===== src/rtl/vector_loader.sv =====
`default_nettype none
// ============================================================================
// Module      : vector_loader
// Description : Assembles (a, b) element pairs from a valid/ready stream into
//               WEIGHT_SIZE-element operand vectors for vector_mult. Two
//               ping-pong banks let the next vector load while the current one
//               is held for the consumer. Short vectors close on in_last_i and
//               their unused lanes read as zero.
// Revision    : 1.0 - initial release
// ============================================================================
module vector_loader #(
    parameter int DATA_WIDTH  = 8,
    parameter int WEIGHT_SIZE = 9,
    parameter int LEN_W       = $clog2(WEIGHT_SIZE + 1)
) (
    input  logic                  clk_i,
    input  logic                  rst_ni,
    input  logic                  in_valid_i,
    output logic                  in_ready_o,
    input  logic [DATA_WIDTH-1:0] in_a_i,
    input  logic [DATA_WIDTH-1:0] in_b_i,
    input  logic                  in_last_i,
    output logic                  vec_valid_o,
    input  logic                  vec_ready_i,
    output logic [DATA_WIDTH-1:0] vec_a_o [WEIGHT_SIZE],
    output logic [DATA_WIDTH-1:0] vec_b_o [WEIGHT_SIZE],
    output logic [LEN_W-1:0]      vec_len_o
);

    // Element index width; a single-element vector still needs one bit.
    localparam int c_cnt_w = (WEIGHT_SIZE > 1) ? $clog2(WEIGHT_SIZE) : 1;
    localparam logic [c_cnt_w-1:0] c_last_idx = c_cnt_w'(WEIGHT_SIZE - 1);

    // Bank storage: data is not reset, validity is carried by r_full/r_len.
    logic [DATA_WIDTH-1:0] r_bank_a [2][WEIGHT_SIZE];
    logic [DATA_WIDTH-1:0] r_bank_b [2][WEIGHT_SIZE];
    logic [LEN_W-1:0]      r_len    [2];
    logic [1:0]            r_full;
    logic                  r_wb;
    logic                  r_rb;
    logic [c_cnt_w-1:0]    r_cnt;

    logic                  w_in_fire;
    logic                  w_close;
    logic                  w_free;
    logic [1:0]            w_full_nxt;
    logic [LEN_W-1:0]      w_rd_len;

    // Ready depends only on registered state, never on vec_ready_i.
    assign in_ready_o  = ~r_full[r_wb];
    assign vec_valid_o = r_full[r_rb];
    assign w_in_fire   = in_valid_i & in_ready_o;
    assign w_close     = w_in_fire & (in_last_i | (r_cnt == c_last_idx));
    assign w_free      = vec_valid_o & vec_ready_i;
    assign w_rd_len    = r_len[r_rb];

    // Next full flags; closing and freeing always target different banks
    // because a full write bank blocks input, so both can apply together.
    always_comb begin
        w_full_nxt = r_full;
        if (w_free) begin
            w_full_nxt[r_rb] = 1'b0;
        end
        if (w_close) begin
            w_full_nxt[r_wb] = 1'b1;
        end
    end

    // Control state: bank pointers, element index, lengths and full flags.
    always_ff @(posedge clk_i or negedge rst_ni) begin
        if (!rst_ni) begin
            r_full   <= 2'b00;
            r_wb     <= 1'b0;
            r_rb     <= 1'b0;
            r_cnt    <= '0;
            r_len[0] <= '0;
            r_len[1] <= '0;
        end else begin
            r_full <= w_full_nxt;
            if (w_in_fire) begin
                if (w_close) begin
                    r_len[r_wb] <= LEN_W'(r_cnt) + LEN_W'(1);
                    r_wb        <= ~r_wb;
                    r_cnt       <= '0;
                end else begin
                    r_cnt <= r_cnt + c_cnt_w'(1);
                end
            end
            if (w_free) begin
                r_rb <= ~r_rb;
            end
        end
    end

    // Element capture into the current write bank.
    always_ff @(posedge clk_i) begin
        if (w_in_fire) begin
            r_bank_a[r_wb][r_cnt] <= in_a_i;
            r_bank_b[r_wb][r_cnt] <= in_b_i;
        end
    end

    // Read-bank presentation; lanes past the length (or with no vector
    // pending) read as zero so stale data never reaches the multiplier.
    always_comb begin
        vec_len_o = vec_valid_o ? w_rd_len : '0;
        for (int i = 0; i < WEIGHT_SIZE; i++) begin
            vec_a_o[i] = '0;
            vec_b_o[i] = '0;
            if (vec_valid_o && (i < int'(w_rd_len))) begin
                vec_a_o[i] = r_bank_a[r_rb][i];
                vec_b_o[i] = r_bank_b[r_rb][i];
            end
        end
    end

endmodule
`default_nettype wire


===== config.mk =====
export PLATFORM = sky130hd
export DESIGN_NAME = vector_loader
export DESIGN_NICKNAME = d
export VERILOG_FILES = /design/src/rtl/vector_loader.sv
export SDC_FILE = /design/constraint.sdc
export NUM_CORES = 1
export LEC_CHECK = 0
export ABC_AREA = 1
export CAP_MARGIN = 0
export CORE_MARGIN = 10
export CORE_UTILIZATION = 54
export DETAILED_ROUTE_END_ITERATION = 12
export PLACE_DENSITY = 0.82
export SKIP_LAST_GASP = 1
export SLEW_MARGIN = 5
export SYNTH_ARGS = -nofsm -noshare
export SYNTH_HDL_FRONTEND = slang
export SYNTH_SLANG_ARGS = --single-unit

===== constraint.sdc =====
create_clock -name clk_i -period 4 [get_ports clk_i]
set_input_delay 0.8 -clock clk_i [delete_from_list [all_inputs] [get_ports clk_i]]
set_output_delay 0.8 -clock clk_i [all_outputs]
set_load 0.01 [all_outputs]

==> Word level (Yosys, flattened, before mapping) <==
Memories as Yosys holds them, arrays and structs flattened.
Index checks and enable logic that the tools add are counted.
{ "classes": {"n_addsub": 1, "magnitude_cmp": 18, "n_eq_ne": 1, "mux": 40, "bitwise": 13, "n_reduce_logical": 14} }
{ "ops": {"columns": ["cell", "n"], "rows": [
  ["8-bit two-way mux", 19],
  ["72-bit two-way mux", 1],
  ["8-bit demux with 4-bit select", 1],
  ["4-bit two-way mux", 6],
  ["3-bit by 4-bit < comparator with 1-bit output, first input constant", 4],
  ["1-bit logical AND", 13],
  ["8-bit bitwise mux", 1],
  ["1-bit by 4-bit < comparator with 1-bit output, first input constant", 2],
  ["2-bit by 4-bit < comparator with 1-bit output, first input constant", 2],
  ["1-bit two-way mux", 7],
  ["5-bit greater-or-equal comparator, second input constant", 1],
  ["5-bit by 1-bit < comparator with 1-bit output, second input constant", 1],
  ["4-bit NOT with 5-bit output", 1],
  ["4-bit by 1-bit adder with 4-bit output, second input constant", 1],
  ["4-bit demux with 1-bit select", 1],
  ["4-bit == test, second input constant", 1],
  ["2-bit greater-or-equal comparator, second input constant", 2],
  ["1-bit by 2-bit < comparator with 1-bit output, second input constant", 2],
  ["4-bit < comparator, first input constant", 1],
  ["2-bit two-way mux", 2],
  ["1-bit NOT with 2-bit output", 2],
  ["1-bit bitwise AND", 3],
  ["1-bit NOT", 3],
  ["2-bit bitwise AND", 1],
  ["other kinds (7)", 9]
]} }
{ "totals": {"ff_bits": 16, "mem_bits_rw": 288, "inputBits": 21, "output_inout_bits": 150, "elab_cells": 95, "n_memories": 2} }
{ "memory_table": {"columns": ["name", "depth", "width", "read_ports", "rd_clocked_by_memory_dff", "wr", "line_no", "source"], "rows": [
  ["r_bank_a", 2, 72, 1, 0, 1, "35", "logic [DATA_WIDTH-1:0] r_bank_a [2][WEIGHT_SIZE];"],
  ["r_bank_b", 2, 72, 1, 0, 1, "36", "logic [DATA_WIDTH-1:0] r_bank_b [2][WEIGHT_SIZE];"]
]} }

==> Depth between registers and ports, before layout <==
{ "depth": {"ltp_word": 9, "ltp_mapped": 10, "mapped_depth_nobuf": 8} }

==> Least setup slack after synthesis <==
Ideal clock, no wire load.
{ "synth_path": {"path_type": "input port to flip-flop", "from": "in in_valid_i", "to": "mem r_bank_a[0][10] (netlist bit) (enable)", "setup_time_ns": 0.430, "arrival_ns": 2.710, "required_ns": 3.570, "setup_slack_ns": 0.860, "stages": 3, "n_path_buf": 1, "path_cell_list": "nand3_2 > buf_2 > nor4_1"} }
{ "synth_between": {"elab_chain_cells": 3} }
{ "synth_lines": {"columns": ["item", "line_no", "source"], "rows": [
  ["from (decl)", "18", "input logic in_valid_i,"],
  ["1-bit bitwise AND", "52", "assign w_in_fire = in_valid_i & in_ready_o;"],
  ["1-bit two-way mux", "97", "if (w_in_fire) begin"],
  ["72-bit two-way mux (not written as such)", "98", "r_bank_a[r_wb][r_cnt] <= in_a_i;"],
  ["to (decl)", "35", null]
]} }
No other way between the ends.

==> flow_summary.json <==
{
  "status": "finished clean",
  "p_per_area_nw_per_um2": 631.4,
  "route.met3.wl_um": 2407,
  "cpMaxStageDelayCell": "dfrtp_4",
  "wirelength_met1_um": 11090,
  "yosysTopAreaCellShare_pct": 72.04,
  "vias": 7250,
  "crit_fanout": 20,
  "vias_per_cell": 5.594,
  "final_nets": 1020,
  "syn_inst": 807,
  "setup_viol": 0,
  "synth_enable_flop_cells": 288,
  "gp_congestion": 0.8681,
  "cts.root.buffer_cell": "clkbuf_16",
  "seq_area_um2": 9052,
  "ys_seq_elements": 304,
  "io_pins": 171,
  "clock-sinks": 304,
  "relSlewSlack_pct": 30.23,
  "crit_arrival_ns": 2.85,
  "gr-total-overflow": 0,
  "cts_tree": "built",
  "fmaxAchievable_mhz": 274.0,
  "die_h_um": 169.1,
  "cts_buffer_depth": 3,
  "critical-path-max-stage-delay_ns": 0.61,
  "final_antenna_net_count": 0,
  "gr-usage-all-layers_pct": 19.12,
  "fin_crit_sh_pct": 91.23,
  "start_util_pct": 55.01,
  "syn-mean-instance-area_um2": 14.88,
  "setup_tns_ns": 0,
  "core.rowCount": 54,
  "fillers": 1441,
  "async_flop_share_pct": 5.263,
  "leakagePower_uw": 0.005361,
  "post_route_cells_drive_above_1_share_pct": 9.350,
  "hold_buffers": 0,
  "synth_nets": 832,
  "finalHoldViolCount": 0,
  "dp_hpwl_um": 18030,
  "syn_to_final_growth_pct": 25.26,
  "slew_viol_final": 0,
  "cp-end-kind": "primary output",
  "cts_buffers": 29,
  "wl_met2_um": 14330,
  "finalCriticalPeriod_ns": 3.649,
  "path_clk_slew_ns": 0.06,
  "hold_class": "reg -> reg",
  "core_area_um2": 21820,
  "antenna_found_initial": 0,
  "drv_cap": 0,
  "ctsResizeCount": 0,
  "path_cells": "inv_2 > nand2_1 > nand2_4 > nand3_2 > a21oi_1 > clkdlybuf4s50_1",
  "tightestPinTransition_ns": 1.043,
  "synthTopCellsByArea": "edfxtp_1 (72%), mux2i_1 (9.3%), nand2_1 (3.7%)",
  "synth_ff_type": "edfxtp_1",
  "drt_iter0_markers": 627,
  "finalInstanceArea_um2": 15040,
  "postPlaceCellArea_um2": 14140,
  "wl_um": 28570,
  "grt_max_degree": 85,
  "critPathLaunchType": "register",
  "drc": 0,
  "seq_area_frac_synth_pct": 75.37,
  "die_w_um": 169.1,
  "portBuffers": 170,
  "wl_per_cell_um": 22.04,
  "synth.distinct_cells": 23,
  "ys.warnings.count": 0,
  "fin_skew_ns": 0.01333,
  "drt_first_pass_iters": 5,
  "synth_most_common_cell": "edfxtp_1",
  "synth_area_leader_cell": "edfxtp_1",
  "syn_area_um2": 12010,
  "postCtsSetupBuffers": 0,
  "multi_input_area_um2": 2749,
  "ir_worst_vdd_mv": 0.3605,
  "rsz0062_at_grt": "false",
  "grt_pass1_wl_um": 42320,
  "topRoutingLayerUsed": "met4",
  "required_ns": 3.20,
  "synthTopCellsByCount": "edfxtp_1 (288), nand2_1 (117), mux2i_1 (112)",
  "timing.hold.ws_ns": 0.4830,
  "htreeDepth": 1,
  "clk_latency_ns": 0.54,
  "first_global_vias": 7335,
  "diodes": 0,
  "worst-setup-path-type": "reg -> out",
  "dieArea_um2": 28600
}
## through the flow
step	total power (µW)	instances	setup slack, ns	util (%)
5_1_grt	9938	1296	0.2179	68.91
3_5_place_dp	6979	1244	0.9312	64.79
2_1_floorplan	5715	807	0.8599	-
6_report	9496	1296	0.3506	68.91
4_1_cts	9557	1296	0.3202	68.91
3_3_place_gp	6915	1244	1.012	64.79
## power breakdown
part | switching (µW) | internal (µW)
combinational | 1750 | 1230
sequential | 161 | 3750
clock | 1080 | 1510
## cell families (layout without fill, tap and decap cells)
kind of cell | count (synthesis) | in the layout | share of synthesized area (%)
flip-flops | 304 | 304 | 75.37
buffers and inverters | 60 | 269 | 2.564
adder cells (fa/ha/maj) | 4 | 4 | 0.4169
XOR/XNOR | 1 | 1 | 0.07297
AO/OA/AOI/OAI | 75 | 75 | 3.127
multiplexers | 112 | 112 | 9.338
AND/OR/NAND/NOR | 251 | 251 | 9.109
## worst paths after layout
kind	startpoint	endpoint	slack, ns	cells after the start
max in group asynchronous	rst_ni	r_rb	2.75	1
worst max-delay path	r_rb	vec_a_o[30]	0.35	6
worst min-delay path	r_len[6]	r_len[6]	0.48	2
min in group asynchronous	rst_ni	r_full[1]	0.69	1
worst min register to register	r_len[6]	r_len[6]	0.48	2
worst max register to register	r_wb	r_bank_b[0][26]	1.50	5
## flip-flops by register name, indices dropped and copies added, names as in the netlist
signal	cells
r_len	8
r_rb	1
r_full	2
r_bank_b	144
r_cnt	4
r_bank_a	144
r_wb	1
## routing by layer
metal | global-route usage, % | vias up
li1 | - | 3320
met1 | 24.28 | 3568
met2 | 31.87 | 305
met3 | 4.632 | 57
met4 | 6.041 | 0
met5 | 0 | -
## cell type report
cell class / instances / area share [%]
Clock buffer: 35 / 4.975
Clock inverter: 17 / 0.9984
Inverter: 21 / 0.5242
Multi-Input combinational cell: 443 / 18.28
Sequential cell: 304 / 60.20
Tap cell: 280 / 2.330
Timing Repair Buffer: 196 / 12.70
## worst max-delay path: cells and delay by family (launching register included)
family	cells	cell delay (ns)
AOI/OAI and AO/OA	1	0.37
buffers and inverters	2	0.74
and+or+nand+nor	3	0.59
DFF	1	0.61
## placed cells by master, fill, tap and decap left out, types with 2 or more instances in the layout
cell type and n:
edfxtp_1 288, clkdlybuf4s50_1 170, nand2_1 117, mux2i_1 112, nor2_1 89, a21oi_1 65, clkbuf_16 29, buf_4 25
inv_1 20, nor4_2 16, dfrtp_1 15, clkinv_1 11, o21ai_0 9, nand4_1 7, nand3_1 6, clkbuf_1 6
nand2_4 5, nand2_2 5, ha_1 4, nand3_2 3, bufinv_16 3, nor2_4 2, clkinv_2 2
No activity file was read; power rests on OpenSTA's default activity.
